`src/rtl/icmp_ping.sv`:
```
// ICMP echo-request initiator: builds and sends one echo request, then matches the reply and measures RTT.
// Define ICMP_PING_VERIFY_EN to also require an exact payload and length in the reply before declaring a match.
module icmp_ping #(
  parameter logic [15:0] PAYLOAD_LEN    = 16'd32,
  parameter logic [15:0] IDENT          = 16'h4C32,
  parameter logic [23:0] TIMEOUT_CYCLES = 24'd12500000
) (
  input  logic        clock,
  input  logic        reset_n,
  input  logic        start,
  input  logic [47:0] target_mac,
  input  logic [31:0] target_ip,
  input  logic        rx_enable,
  input  logic [7:0]  rx_data,
  input  logic        tx_enable,
  output logic        tx_request,
  output logic        tx_active,
  output logic [7:0]  tx_data,
  output logic [15:0] length,
  output logic [47:0] destination_mac,
  output logic [31:0] destination_ip,
  output logic        busy,
  output logic        done,
  output logic        success,
  output logic [23:0] rtt,
  output logic [15:0] seq
);

  typedef enum logic [2:0] {
    IDLE,
    CALC,
    TXREQ,
    TX,
    WAIT,
    DONE
  } state_t;

  localparam logic [15:0] MSG_LEN = 16'd8 + PAYLOAD_LEN;

  state_t      state_q, state_d;
  logic [15:0] idx_q, idx_d;
  logic [31:0] acc_q, acc_d;
  logic [15:0] chk_q, chk_d;
  logic [23:0] wait_cnt_q, wait_cnt_d;
  logic [15:0] seq_q, seq_d;
  logic        success_q, success_d;
  logic [23:0] rtt_q, rtt_d;
  logic [47:0] mac_q, mac_d;
  logic [31:0] ip_q, ip_d;
  logic [15:0] length_q, length_d;
  logic [15:0] rx_cnt_q, rx_cnt_d;
  logic        rx_ok_q, rx_ok_d;

  logic [31:0] acc_sum;
  logic [16:0] fold;
  logic [15:0] chk_calc;
  logic [7:0]  tx_byte;
  logic [7:0]  tx_pay;
  logic        rx_byte_ok;
  logic        rx_match;

  // Payload byte i is i[7:0]; even positions land in the high byte of each 16-bit word.
  always_comb begin
    acc_sum  = acc_q + (idx_q[0] ? {24'h0, idx_q[7:0]} : {16'h0, idx_q[7:0], 8'h0});
    fold     = {1'b0, acc_sum[15:0]} + {1'b0, acc_sum[31:16]};
    chk_calc = ~(fold[15:0] + {15'h0, fold[16]});
  end

  always_comb begin
    tx_pay = idx_q[7:0] - 8'd8;
    case (idx_q)
      16'd0:   tx_byte = 8'h08;
      16'd1:   tx_byte = 8'h00;
      16'd2:   tx_byte = chk_q[15:8];
      16'd3:   tx_byte = chk_q[7:0];
      16'd4:   tx_byte = IDENT[15:8];
      16'd5:   tx_byte = IDENT[7:0];
      16'd6:   tx_byte = seq_q[15:8];
      16'd7:   tx_byte = seq_q[7:0];
      default: tx_byte = tx_pay;
    endcase
  end

`ifdef ICMP_PING_VERIFY_EN
  logic [7:0] rx_pay;
  assign rx_pay = rx_cnt_q[7:0] - 8'd8;
`endif

  always_comb begin
    case (rx_cnt_q)
      16'd0, 16'd1: rx_byte_ok = (rx_data == 8'h00);
      16'd2, 16'd3: rx_byte_ok = 1'b1;
      16'd4:        rx_byte_ok = (rx_data == IDENT[15:8]);
      16'd5:        rx_byte_ok = (rx_data == IDENT[7:0]);
      16'd6:        rx_byte_ok = (rx_data == seq_q[15:8]);
      16'd7:        rx_byte_ok = (rx_data == seq_q[7:0]);
`ifdef ICMP_PING_VERIFY_EN
      default:      rx_byte_ok = (rx_data == rx_pay);
`else
      default:      rx_byte_ok = 1'b1;
`endif
    endcase

    rx_cnt_d = '0;
    rx_ok_d  = rx_ok_q;
    if (rx_enable) begin
      rx_cnt_d = (rx_cnt_q == 16'hFFFF) ? rx_cnt_q : rx_cnt_q + 16'd1;
      rx_ok_d  = rx_byte_ok && ((rx_cnt_q == 16'd0) || rx_ok_q);
    end

`ifdef ICMP_PING_VERIFY_EN
    // Counter still holds the byte count on the first low cycle of rx_enable.
    rx_match = !rx_enable && (rx_cnt_q == MSG_LEN) && rx_ok_q;
`else
    rx_match = rx_enable && (rx_cnt_q == 16'd7) && rx_ok_q && rx_byte_ok;
`endif
  end

  always_comb begin
    state_d    = state_q;
    idx_d      = idx_q;
    acc_d      = acc_q;
    chk_d      = chk_q;
    wait_cnt_d = wait_cnt_q;
    seq_d      = seq_q;
    success_d  = success_q;
    rtt_d      = rtt_q;
    mac_d      = mac_q;
    ip_d       = ip_q;
    length_d   = length_q;

    case (state_q)
      IDLE: begin
        if (start) begin
          mac_d     = target_mac;
          ip_d      = target_ip;
          success_d = 1'b0;
          rtt_d     = '0;
          length_d  = MSG_LEN;
          acc_d     = 32'h0000_0800 + {16'h0, IDENT} + {16'h0, seq_q};
          idx_d     = '0;
          state_d   = CALC;
        end
      end
      CALC: begin
        acc_d = acc_sum;
        idx_d = idx_q + 16'd1;
        if (idx_q == PAYLOAD_LEN - 16'd1) begin
          chk_d   = chk_calc;
          idx_d   = '0;
          state_d = TXREQ;
        end
      end
      TXREQ: begin
        if (tx_enable) begin
          idx_d   = 16'd1;
          state_d = TX;
        end
      end
      TX: begin
        idx_d = idx_q + 16'd1;
        if (idx_q == MSG_LEN - 16'd1) begin
          idx_d      = '0;
          wait_cnt_d = '0;
          state_d    = WAIT;
        end
      end
      WAIT: begin
        wait_cnt_d = wait_cnt_q + 24'd1;
        if (rx_match) begin
          rtt_d     = wait_cnt_q;
          success_d = 1'b1;
          state_d   = DONE;
        end else if (wait_cnt_q == TIMEOUT_CYCLES - 24'd1) begin
          success_d = 1'b0;
          state_d   = DONE;
        end
      end
      DONE: begin
        seq_d   = seq_q + 16'd1;
        state_d = IDLE;
      end
      default: state_d = IDLE;
    endcase
  end

  always_ff @(posedge clock or negedge reset_n) begin
    if (!reset_n) begin
      state_q    <= IDLE;
      idx_q      <= '0;
      acc_q      <= '0;
      chk_q      <= '0;
      wait_cnt_q <= '0;
      seq_q      <= '0;
      success_q  <= 1'b0;
      rtt_q      <= '0;
      mac_q      <= '0;
      ip_q       <= '0;
      length_q   <= '0;
      rx_cnt_q   <= '0;
      rx_ok_q    <= 1'b0;
    end else begin
      state_q    <= state_d;
      idx_q      <= idx_d;
      acc_q      <= acc_d;
      chk_q      <= chk_d;
      wait_cnt_q <= wait_cnt_d;
      seq_q      <= seq_d;
      success_q  <= success_d;
      rtt_q      <= rtt_d;
      mac_q      <= mac_d;
      ip_q       <= ip_d;
      length_q   <= length_d;
      rx_cnt_q   <= rx_cnt_d;
      rx_ok_q    <= rx_ok_d;
    end
  end

  // Byte 0 goes out in the same cycle the grant is seen, so tx_active follows tx_enable in TXREQ.
  assign tx_request      = (state_q == TXREQ) || (state_q == TX);
  assign tx_active       = (state_q == TX) || ((state_q == TXREQ) && tx_enable);
  assign tx_data         = tx_request ? tx_byte : '0;
  assign length          = length_q;
  assign destination_mac = mac_q;
  assign destination_ip  = ip_q;
  assign busy            = (state_q != IDLE);
  assign done            = (state_q == DONE);
  assign success         = success_q;
  assign rtt             = rtt_q;
  assign seq             = seq_q;

endmodule

```
`config.mk`:
```
export PLATFORM = sky130hd
export DESIGN_NAME = icmp_ping
export DESIGN_NICKNAME = d
export VERILOG_FILES = /design/src/rtl/icmp_ping.sv
export SDC_FILE = /design/constraint.sdc
export NUM_CORES = 1
export LEC_CHECK = 0
export ABC_AREA = 1
export ABC_CLOCK_PERIOD_IN_PS = 7300
export CAP_MARGIN = 0
export CORE_MARGIN = 4
export CORE_UTILIZATION = 30
export DETAILED_ROUTE_END_ITERATION = 6
export HOLD_SLACK_MARGIN = 0.12
export PLACE_DENSITY = 0.61
export SYNTH_ARGS = -nofsm -noshare
export SYNTH_HDL_FRONTEND = slang
export SYNTH_SLANG_ARGS = --single-unit
```
`constraint.sdc`:
```
create_clock -name clock -period 7.3 [get_ports clock]
set_clock_uncertainty 0.2 [all_clocks]
set_input_delay 1.46 -clock clock [delete_from_list [all_inputs] [get_ports clock]]
set_output_delay 1.46 -clock clock [all_outputs]
set_load 0.01 [all_outputs]
```
==> out/metrics.cfg, run 1 <==
[sta]
relSlewSlack=0.302
slew_violations=0
fmax_ghz=0.159
post-route-min-period_ns=6.29
period_share=0.862
fin_setup_tns_ns=0
finalSetupViolations=0
worst_slew_pin_slew_ns=1.04
grt_setup_unrepaired=no
finalHoldViolCount=0

[placed_design]
hpwl_um=31200
gp_congestion=0.884
dp_cells=2593
io_buffer_count=227

[setup_path]
cp-end-kind=register
reg2reg_to=chk_q[14]$_DFFE_PN0P_
slowest_delay_ns=0.39
timing.rr.start=idx_q[0]$_DFFE_PN0P_
cp-startpoint=idx_q[0]$_DFFE_PN0P_
crit_fanout=20
crit_type=register to register
required_ns=7.53
worst_path_max_delay_cell=fa_1
r2r_setup_slack_ns=1.01
cpMostUsedCell=nand2_1
endpoint=chk_q[14]$_DFFE_PN0P_
crit_arrival_ns=6.53
startpoint_type=register
r2r_cells=39

[min_path]
hp-class=register to register

[flow_run]
cap_violations=0

[pwr]
p_leak_nw=8.34
seqPwrFrac=0.307
sw_frac_of_total=0.389
p_switching_mw=1.84
finalPower_mw=4.74
ir_worst_vdd_v=0.000207
intPower_mw=2.90
power.density_nw_per_um2=273
comb_power_share=0.397
pwr-share-clk=0.296

[detailed_routing]
vias=12800
wire_per_inst_um=15.8
via_per_inst=4.86
drc=0
drtAntennaViolNets=0
wl_um=41700
drt_iter0_markers=1150
drt_first_pass_iters=6

[synthesis]
synth_area_um2=13700
synthArstFlopShare=1.00
synth_cell_type_count=62
ys_seq_area_frac=0.421
syn_inst=1822
synth_edf_count=0
ys.flop_type=dfrtp_1
synth_warnings=0
ys_ff_latch=230
syn_area_per_cell_um2=7.51

[clock_tree]
cts_tree=built
cts_setup_buffers=0
insertion_delay_ns=0.57
hold_buffers=0
cts_resized=0
clkSlewWorstSetupHoldPaths_ns=0.06
cts-root-buf=clkbuf_16
h-tree-depth=1
cts_num_sinks=230
cts_made_buffers=28
clockBufferDepth=3

[floorplan]
die_area_um2=49100
core_um2=44600
initial_core_util=0.307
num_io_pins=242
placementRows=77
fp.dieH_um=222
dieWidth_um=222

[grt]
grt_antenna_before_repair=0
overflow=0
grt_pass1_vias=12600
grt_pass1_wl_um=67400
grt_start_max_net_pins=127
track_usage=0.164

[final_layout]
n_fill_cell=4596
ff_latch_area_um2=5760
final_nets=2172
multiInputGateArea_um2=6860
syn2layout_area_growth_pct=27.1
diodes=0
layoutNonFillerInstCount=2645
drive_gt1_frac=0.0541

[run_status]
status=completed

[cells in the mapped netlist (all sizes together) (5+ instances only)]
cell	n	area [um^2]
a211oi	10	75.1
a21oi	66	330
a31oi	5	31.3
buf	33	238
clkbuf	35	131
dfrtp	230	5760
ha	47	588
inv	203	764
nand2	612	2370
nand3	132	676
nand4	34	213
nor2	131	527
nor3	40	221
nor4	14	87.6
o211ai	7	52.6
o21a	7	52.6
o21ai	66	330
o21bai	6	48.8
o221ai	7	61.3
o22ai	16	100
or2	5	31.3
xnor2	8	70.1
xor2	61	534
[worst max-delay path, delay by kind of cell, from the launching register on]
kind / cells / cell delay [ns]
buffers and inverters: 3 / 0.35
and+or+nand+nor: 26 / 3.07
DFF: 1 / 0.32
AOI/OAI and AO/OA: 3 / 0.39
xor gates and xnor gates: 2 / 0.45
adders and majority gates: 5 / 1.38
[through the flow]
| stage | utilization | area, um^2 | hold slack [ns] | worst slack (ns) |
|---|---|---|---|---|
| after floorplan | - | 13700 | 0.242 | 1.84 |
| after global placement | 0.369 | 16500 | 0.253 | 1.31 |
| after detailed placement | 0.369 | 16500 | 0.258 | 1.09 |
| after CTS | 0.390 | 17400 | 0.272 | 1.06 |
| after global routing | 0.390 | 17400 | 0.288 | 0.417 |
| final | 0.390 | 17400 | 0.268 | 1.01 |
[state kept, by name, indices dropped and copies added, names as in the netlist]
name	count
idx_q	16
seq	16
rtt	24
rx_ok_q	1
wait_cnt_q	24
destination_mac	48
rx_cnt_q	16
chk_q	16
destination_ip	32
acc_q	32
state_q	3
length	1
success	1
[power by group through the flow]
stage	sequential, mW	clock, mW	combinational (mW)
floorplan	1.46	0	1.33
global placement	1.47	0	1.84
detailed placement	1.47	0	1.85
CTS	1.45	1.45	1.87
global route	1.47	1.50	2.14
finish	1.46	1.40	1.88
[how the worst min path moves through the flow]
| stage | startpoint | to | depth (start not counted) |
|---|---|---|---|
| floorplan | chk_q[2]$_DFFE_PN0P_ | chk_q[2]$_DFFE_PN0P_ | 2 |
| global placement | destination_mac[40]$_DFFE_PN0P_ | destination_mac[40]$_DFFE_PN0P_ | 2 |
| detailed placement | destination_ip[7]$_DFFE_PN0P_ | destination_ip[7]$_DFFE_PN0P_ | 2 |
| CTS | destination_mac[28]$_DFFE_PN0P_ | destination_mac[28]$_DFFE_PN0P_ | 2 |
| global route | destination_mac[28]$_DFFE_PN0P_ | destination_mac[28]$_DFFE_PN0P_ | 2 |
| finish | destination_mac[28]$_DFFE_PN0P_ | destination_mac[28]$_DFFE_PN0P_ | 2 |
[logic make-up after synthesis]
kind of cell	synth area share
AND/OR/NAND/NOR	0.307
buffers and inverters	0.0828
flip-flops	0.421
AO/OA/AOI/OAI	0.0999
XOR/XNOR	0.0442
adder cells (fa/ha/maj)	0.0444
other	0.000274
multiplexers	0.000823
[final cells by class]
| type | instances | share of cell area |
|---|---|---|
| well taps | 592 | 0.0426 |
| flip-flops and latches | 230 | 0.331 |
| clock buffers | 40 | 0.0463 |
| multi-input cells | 1334 | 0.394 |
| repair buffers | 234 | 0.135 |
| clock inverters | 12 | 0.00741 |
| inverters | 203 | 0.0440 |
[routing by layer]
layer	vias to the layer above	GRT usage	part of all wire
met5	-	0	0
met1	6018	0.218	0.44
li1	6322	-	-
met2	444	0.263	0.44
met4	0	0.0452	0.024
met3	64	0.0465	0.088
[placed cells by master, fill, tap and decap left out, types with 10 or more instances in the layout]
master and n:
dfrtp_1 230, a21oi_1 66, nor2_1 122, nor4_1 14, nand2_2 25, conb_1 14, ha_1 47, nand3_1 129
xor2_1 61, a211oi_1 10, nand2_1 586, o21ai_0 58, nand4_1 34, o22ai_1 16, inv_1 198, nor3_1 36
clkbuf_16 28, clkdlybuf4s50_1 226
Power figures use the tool's default switching activity.
==> run 2: changes to the inputs <==
--- a/config.mk
+++ b/config.mk
@@ -11,8 +11,10 @@
 export CORE_MARGIN = 4
 export CORE_UTILIZATION = 30
 export DETAILED_ROUTE_END_ITERATION = 6
+export GPL_TIMING_DRIVEN = 0
 export HOLD_SLACK_MARGIN = 0.12
 export PLACE_DENSITY = 0.61
+export RECOVER_POWER = 50
 export SYNTH_ARGS = -nofsm -noshare
 export SYNTH_HDL_FRONTEND = slang
 export SYNTH_SLANG_ARGS = --single-unit
==> out/metrics.cfg, run 2 (synthesis results as in run 1) <==
[run_status]
status=finished, violations left
violations=capacitance limit, slew limit

[sta]
grt_setup_unrepaired=no
slew_violations=235  ; +235
fin_setup_tns_ns=0  ; unchanged
fmax_ghz=0.153  ; -3.8%
relSlewSlack=-0.727  ; -1.03
worst_slew_pin_slew_ns=2.59  ; +1.55 ns
post-route-min-period_ns=6.54  ; +0.246 ns
finalHoldViolCount=0  ; unchanged
period_share=0.896  ; +0.0337
finalSetupViolations=0  ; unchanged

[floorplan]
num_io_pins=242  ; unchanged
dieWidth_um=222  ; unchanged
die_area_um2=49100  ; unchanged
placementRows=77  ; unchanged
core_um2=44600  ; unchanged
initial_core_util=0.307  ; unchanged
fp.dieH_um=222  ; unchanged

[detailed_routing]
wl_um=43000  ; +3.1%
drt_iter0_markers=906  ; -21%
wl_met2_um=19200  ; +3.9%
via_per_inst=4.84  ; -0.32%
m1WireLength_um=18600  ; +0.70%
drtAntennaViolNets=0  ; unchanged
drt_first_pass_iters=6  ; unchanged
wl_met3_um=3680  ; about the same
top_layer=met4
wire_per_inst_um=15.9  ; +0.78%
drc=0  ; unchanged
vias=13100  ; +1.9%

[placed_design]
post_dp_cell_area_um2=16800  ; +2.1%
hpwl_um=33400  ; +7.0%
gp_congestion=0.924  ; +4.6%
io_buffer_count=227  ; unchanged
dp_cells=2656  ; +2.4%

[setup_path]
crit_fanout=11  ; -45%
crit_type=register to register
timing.rr.start=idx_q[0]$_DFFE_PN0P_
crit_arrival_ns=6.79  ; +0.26 ns
slowest_delay_ns=0.52  ; +0.13 ns
required_ns=7.55  ; +0.02 ns
cp-end-kind=register
cpMostUsedCell=nand2_1
worst_path_max_delay_cell=dfrtp_2
r2r_cells=39  ; unchanged
r2r_setup_slack_ns=0.76  ; -0.25 ns
reg2reg_to=chk_q[14]$_DFFE_PN0P_
startpoint_type=register

[clock_tree]
cts-root-buf=clkbuf_16
cts_num_sinks=230  ; unchanged
h-tree-depth=1  ; unchanged
clockBufferDepth=3  ; unchanged
cts_tree=built
clkSlewWorstSetupHoldPaths_ns=0.06  ; about the same
insertion_delay_ns=0.56  ; about the same
cts_made_buffers=29  ; +3.6%

[grt]
grt_antenna_before_repair=0  ; unchanged
grt_pass1_vias=12700  ; +1.0%
track_usage=0.169  ; +0.00492
overflow=0  ; unchanged
grt_pass1_wl_um=68400  ; +1.5%
grt_start_max_net_pins=104  ; -18%

[min_path]
hp-class=register to register
hold_start=destination_ip[24]$_DFFE_PN0P_
min_path_cells=2  ; unchanged
min_delay_worst_endpoint=destination_ip[24]$_DFFE_PN0P_

[pwr]
power.density_nw_per_um2=269  ; -1.5%
ir_worst_vdd_v=0.000170  ; -18%
p_leak_nw=8.49  ; +1.9%
finalPower_mw=4.74  ; about the same

[final_layout]
post-route-util=0.396  ; +0.00581
drive_gt1_frac=0.0573  ; +0.00320
layout_common_cells=nand2_1, dfrtp_1, clkdlybuf4s50_1, inv_1, nand3_1
final_nets=2236  ; +2.9%
final_common_cell=nand2_1
final_area_um2=17700  ; +1.5%
diodes=0  ; unchanged
largest_reg_flops=48  ; unchanged
syn2layout_area_growth_pct=29.0
layoutNonFillerInstCount=2705  ; +2.3%

[flow_run]
cap_violations=3  ; +3

run 2: changes by cell type in the layout (fill, tap and decap cells not counted), sizes merged, moves of 2 or more:
cell	previous run	this run
dlygate4sd3	0	2
buf	8	30
clkbuf	40	80
clkinvlp	3	1
clkdlybuf4s50	226	224
run 2: critical path, delay by kind of cell, from the launching register on:
family	cells	cell delay, ns
buffers and inverters	3	0.28
XOR/XNOR	2	0.48
AO/OA/AOI/OAI	3	0.49
adder cells (fa/ha/maj)	5	1.31
AND/OR/NAND/NOR	26	3.18
flip-flops	1	0.52
run 2: worst max-delay path by stage:
stage | from | endpoint | slack, ns | depth (start not counted)
after global routing | idx_q[0]$_DFFE_PN0P_ | chk_q[14]$_DFFE_PN0P_ | 0.10 | 39
after global placement | reset_n | destination_mac[18]$_DFFE_PN0P_ | -5.85 | 1
after floorplan | idx_q[0]$_DFFE_PN0P_ | chk_q[14]$_DFFE_PN0P_ | 1.84 | 39
final | idx_q[0]$_DFFE_PN0P_ | chk_q[14]$_DFFE_PN0P_ | 0.76 | 39
after CTS | idx_q[0]$_DFFE_PN0P_ | chk_q[14]$_DFFE_PN0P_ | 0.65 | 39
after detailed placement | idx_q[0]$_DFFE_PN0P_ | chk_q[14]$_DFFE_PN0P_ | 0.69 | 39
run 2: layer usage:
layer  global-route usage  vias up
li1                     -     6444
met5                    0        -
met4               0.0508        0
met1                0.217     6116
met3               0.0531       77
met2                0.274      461
run 2: cell type report:
type	instances	area [um^2]
inverters	203	764
flip-flops and latches	230	5760
plain buffers	68	367
repair buffers	229	2280
multi-input cells	1334	6810
clock buffers	39	823
fillers	4595	27000
well taps	592	741
clock inverters	10	110
run 2: power breakdown:
group	internal (mW)	switching, mW	total [mW]	leakage (nW)
combinational	0.689	1.18	1.87	5.04
sequential	1.37	0.0764	1.45	2.99
clock	0.852	0.570	1.42	0.461
run 2: per-stage QoR:
stage          hold WS, ns  setup slack (ns)
2_1_floorplan        0.242              1.84
3_3_place_gp         0.253             -5.85
3_5_place_dp         0.258             0.691
4_1_cts              0.272             0.655
5_1_grt              0.290             0.104
6_report             0.268             0.760
run 2: what timing repair did:
action	CTS	global route
buffers inserted	0	0
gates resized for setup	0	1
endpoints found under the setup margin	0	1
hold buffers	0	0
==> run 3: changes to the inputs <==
--- a/config.mk
+++ b/config.mk
@@ -6,7 +6,7 @@
 export NUM_CORES = 1
 export LEC_CHECK = 0
 export ABC_AREA = 1
-export ABC_CLOCK_PERIOD_IN_PS = 7300
+export ABC_CLOCK_PERIOD_IN_PS = 7900
 export CAP_MARGIN = 0
 export CORE_MARGIN = 4
 export CORE_UTILIZATION = 30
==> constraint.sdc (replaced) <==
create_clock -name clock -period 7.9 [get_ports clock]
set_clock_uncertainty 0.2 [all_clocks]
set_input_delay 1.58 -clock clock [delete_from_list [all_inputs] [get_ports clock]]
set_output_delay 1.58 -clock clock [all_outputs]
set_load 0.01 [all_outputs]
==> out/metrics.cfg, run 3 (synthesis results as in run 1) <==
[run_status]
status=finished, violations left
violations=DRC, capacitance limit, slew limit

[setup_path]
worst_path_max_delay_cell=dfrtp_1
cp-end-kind=register
crit_type=register to register
required_ns=8.15  ; +0.60 ns
critPathTopFamily=simple AND/OR/NAND/NOR gates
startpoint_type=register
cp.depth=39  ; unchanged
cp-startpoint=idx_q[0]$_DFFE_PN0P_
crit_buf_inv=3  ; unchanged
crit_arrival_ns=7.10  ; +0.31 ns
crit_fanout=11  ; unchanged
timing.rr.start=idx_q[0]$_DFFE_PN0P_
r2r_cells=39  ; unchanged
slowest_delay_ns=0.67  ; +0.15 ns
cpMostUsedCell=nand2_1

[floorplan]
core_um2=44600  ; unchanged
num_io_pins=242  ; unchanged
fp.dieH_um=222  ; unchanged
initial_core_util=0.307  ; unchanged
placementRows=77  ; unchanged
die_area_um2=49100  ; unchanged
dieWidth_um=222  ; unchanged

[pwr]
ir_worst_vdd_v=0.000156  ; -8.3%
p_leak_nw=8.49  ; about the same
power.density_nw_per_um2=248  ; -7.6%

[grt]
grt_start_max_net_pins=104  ; unchanged
overflow=0  ; unchanged
grt_antenna_before_repair=0  ; unchanged
grt_pass1_wl_um=68400  ; unchanged
grt_pass1_vias=12700  ; unchanged
track_usage=0.169  ; unchanged

[min_path]
hold_start=destination_ip[24]$_DFFE_PN0P_
min_path_cells=2  ; unchanged
hp-class=register to register

[clock_tree]
cts-root-buf=clkbuf_16
clockBufferDepth=3  ; unchanged
insertion_delay_ns=0.56  ; about the same
hold_buffers=0  ; unchanged
cts_made_buffers=29  ; unchanged
h-tree-depth=1  ; unchanged
cts_tree=built
cts_num_sinks=230  ; unchanged
cts_setup_buffers=0  ; unchanged
clkSlewWorstSetupHoldPaths_ns=0.06  ; about the same
cts_resized=0  ; unchanged

[final_layout]
drive_gt1_frac=0.0573  ; unchanged
multiInputGateArea_um2=6820  ; about the same
post-route-util=0.396  ; about the same
largest_reg_flops=48  ; unchanged
ff_latch_area_um2=5760  ; about the same
final_area_um2=17700  ; about the same
final_common_cell=nand2_1
n_fill_cell=4595  ; unchanged
diodes=0  ; unchanged
layout_common_cells=nand2_1, dfrtp_1, clkdlybuf4s50_1, inv_1, nand3_1
final_nets=2236  ; unchanged
syn2layout_area_growth_pct=29.0  ; about the same

[detailed_routing]
vias=13100  ; +0.13%
wl_met2_um=19300  ; +0.38%
wl_um=43100  ; +0.21%
drt_first_pass_iters=7  ; +1
top_layer=met4
drtAntennaViolNets=0  ; unchanged
wire_per_inst_um=15.9  ; +0.21%
drc=3  ; +3
via_per_inst=4.85  ; +0.13%
wl_met3_um=3660  ; -0.68%
drt_iter0_markers=946  ; +4.4%
m1WireLength_um=18700  ; +0.36%

[sta]
fmax_ghz=0.146  ; -4.6%
setup_ws_ns=1.04  ; +0.284 ns
finalSetupViolations=0  ; unchanged
grt_setup_unrepaired=no
worst_slew_pin_slew_ns=2.62  ; +0.0291 ns
post-route-min-period_ns=6.86  ; +0.316 ns
period_share=0.868  ; -0.0281
slew_violations=235  ; unchanged
relSlewSlack=-0.746  ; -0.0194
fin_setup_tns_ns=0  ; unchanged
finalHoldViolCount=0  ; unchanged

[flow_run]
cap_violations=3  ; unchanged

[placed_design]
dp_slack_ns=1.29  ; +0.600 ns
io_buffer_count=227  ; unchanged
hpwl_um=33400  ; unchanged
gp_congestion=0.924  ; unchanged
post_dp_cell_area_um2=16800  ; unchanged

## run 3: routing by layer
metal | track usage | vias to the layer above
li1 | - | 6450
met1 | 0.217 | 6139
met2 | 0.274 | 452
met3 | 0.0531 | 74
met4 | 0.0508 | 0
met5 | 0 | -
## run 3: through the flow
step / hold slack (ns) / std cells / total power, mW
2_1_floorplan: 0.242 / 1835 / 2.58
3_5_place_dp: 0.258 / 2656 / 3.07
4_1_cts: 0.272 / 2705 / 4.43
5_1_grt: 0.290 / 2705 / 4.72
6_report: 0.268 / 2705 / 4.38
3_3_place_gp: 0.253 / 2654 / 3.04
## run 3: where the power goes
group	internal, mW	switching (mW)	total, mW
Sequential	1.27	0.0706	1.34
Clock	0.788	0.525	1.31
Combinational	0.636	1.09	1.73
Total	2.69	1.69	4.38
## run 3: final timing paths
kind / end / slack [ns]
max: chk_q[14]$_DFFE_PN0P_ / 1.04
min: destination_ip[24]$_DFFE_PN0P_ / 0.27
max reg2reg: chk_q[14]$_DFFE_PN0P_ / 1.04
min reg2reg: destination_ip[24]$_DFFE_PN0P_ / 0.27
max in group asynchronous: destination_mac[13]$_DFFE_PN0P_ / 2.57
min in group asynchronous: rx_cnt_q[11]$_DFFE_PN0P_ / 1.42
## run 3: tightest hold or removal path, delay by kind of cell, from the launching register on
family,cells,cell delay (ns)
flops,1,0.34
simple gates,2,0.09
## run 3: layout make-up
cell class,count,area share
clock buffer,39,0.0466
buffer,68,0.0208
sequential,230,0.326
inverter,203,0.0433
tap,592,0.0420
timing repair buffer,229,0.129
multi-input combinational,1334,0.386
clock inverter,10,0.00624
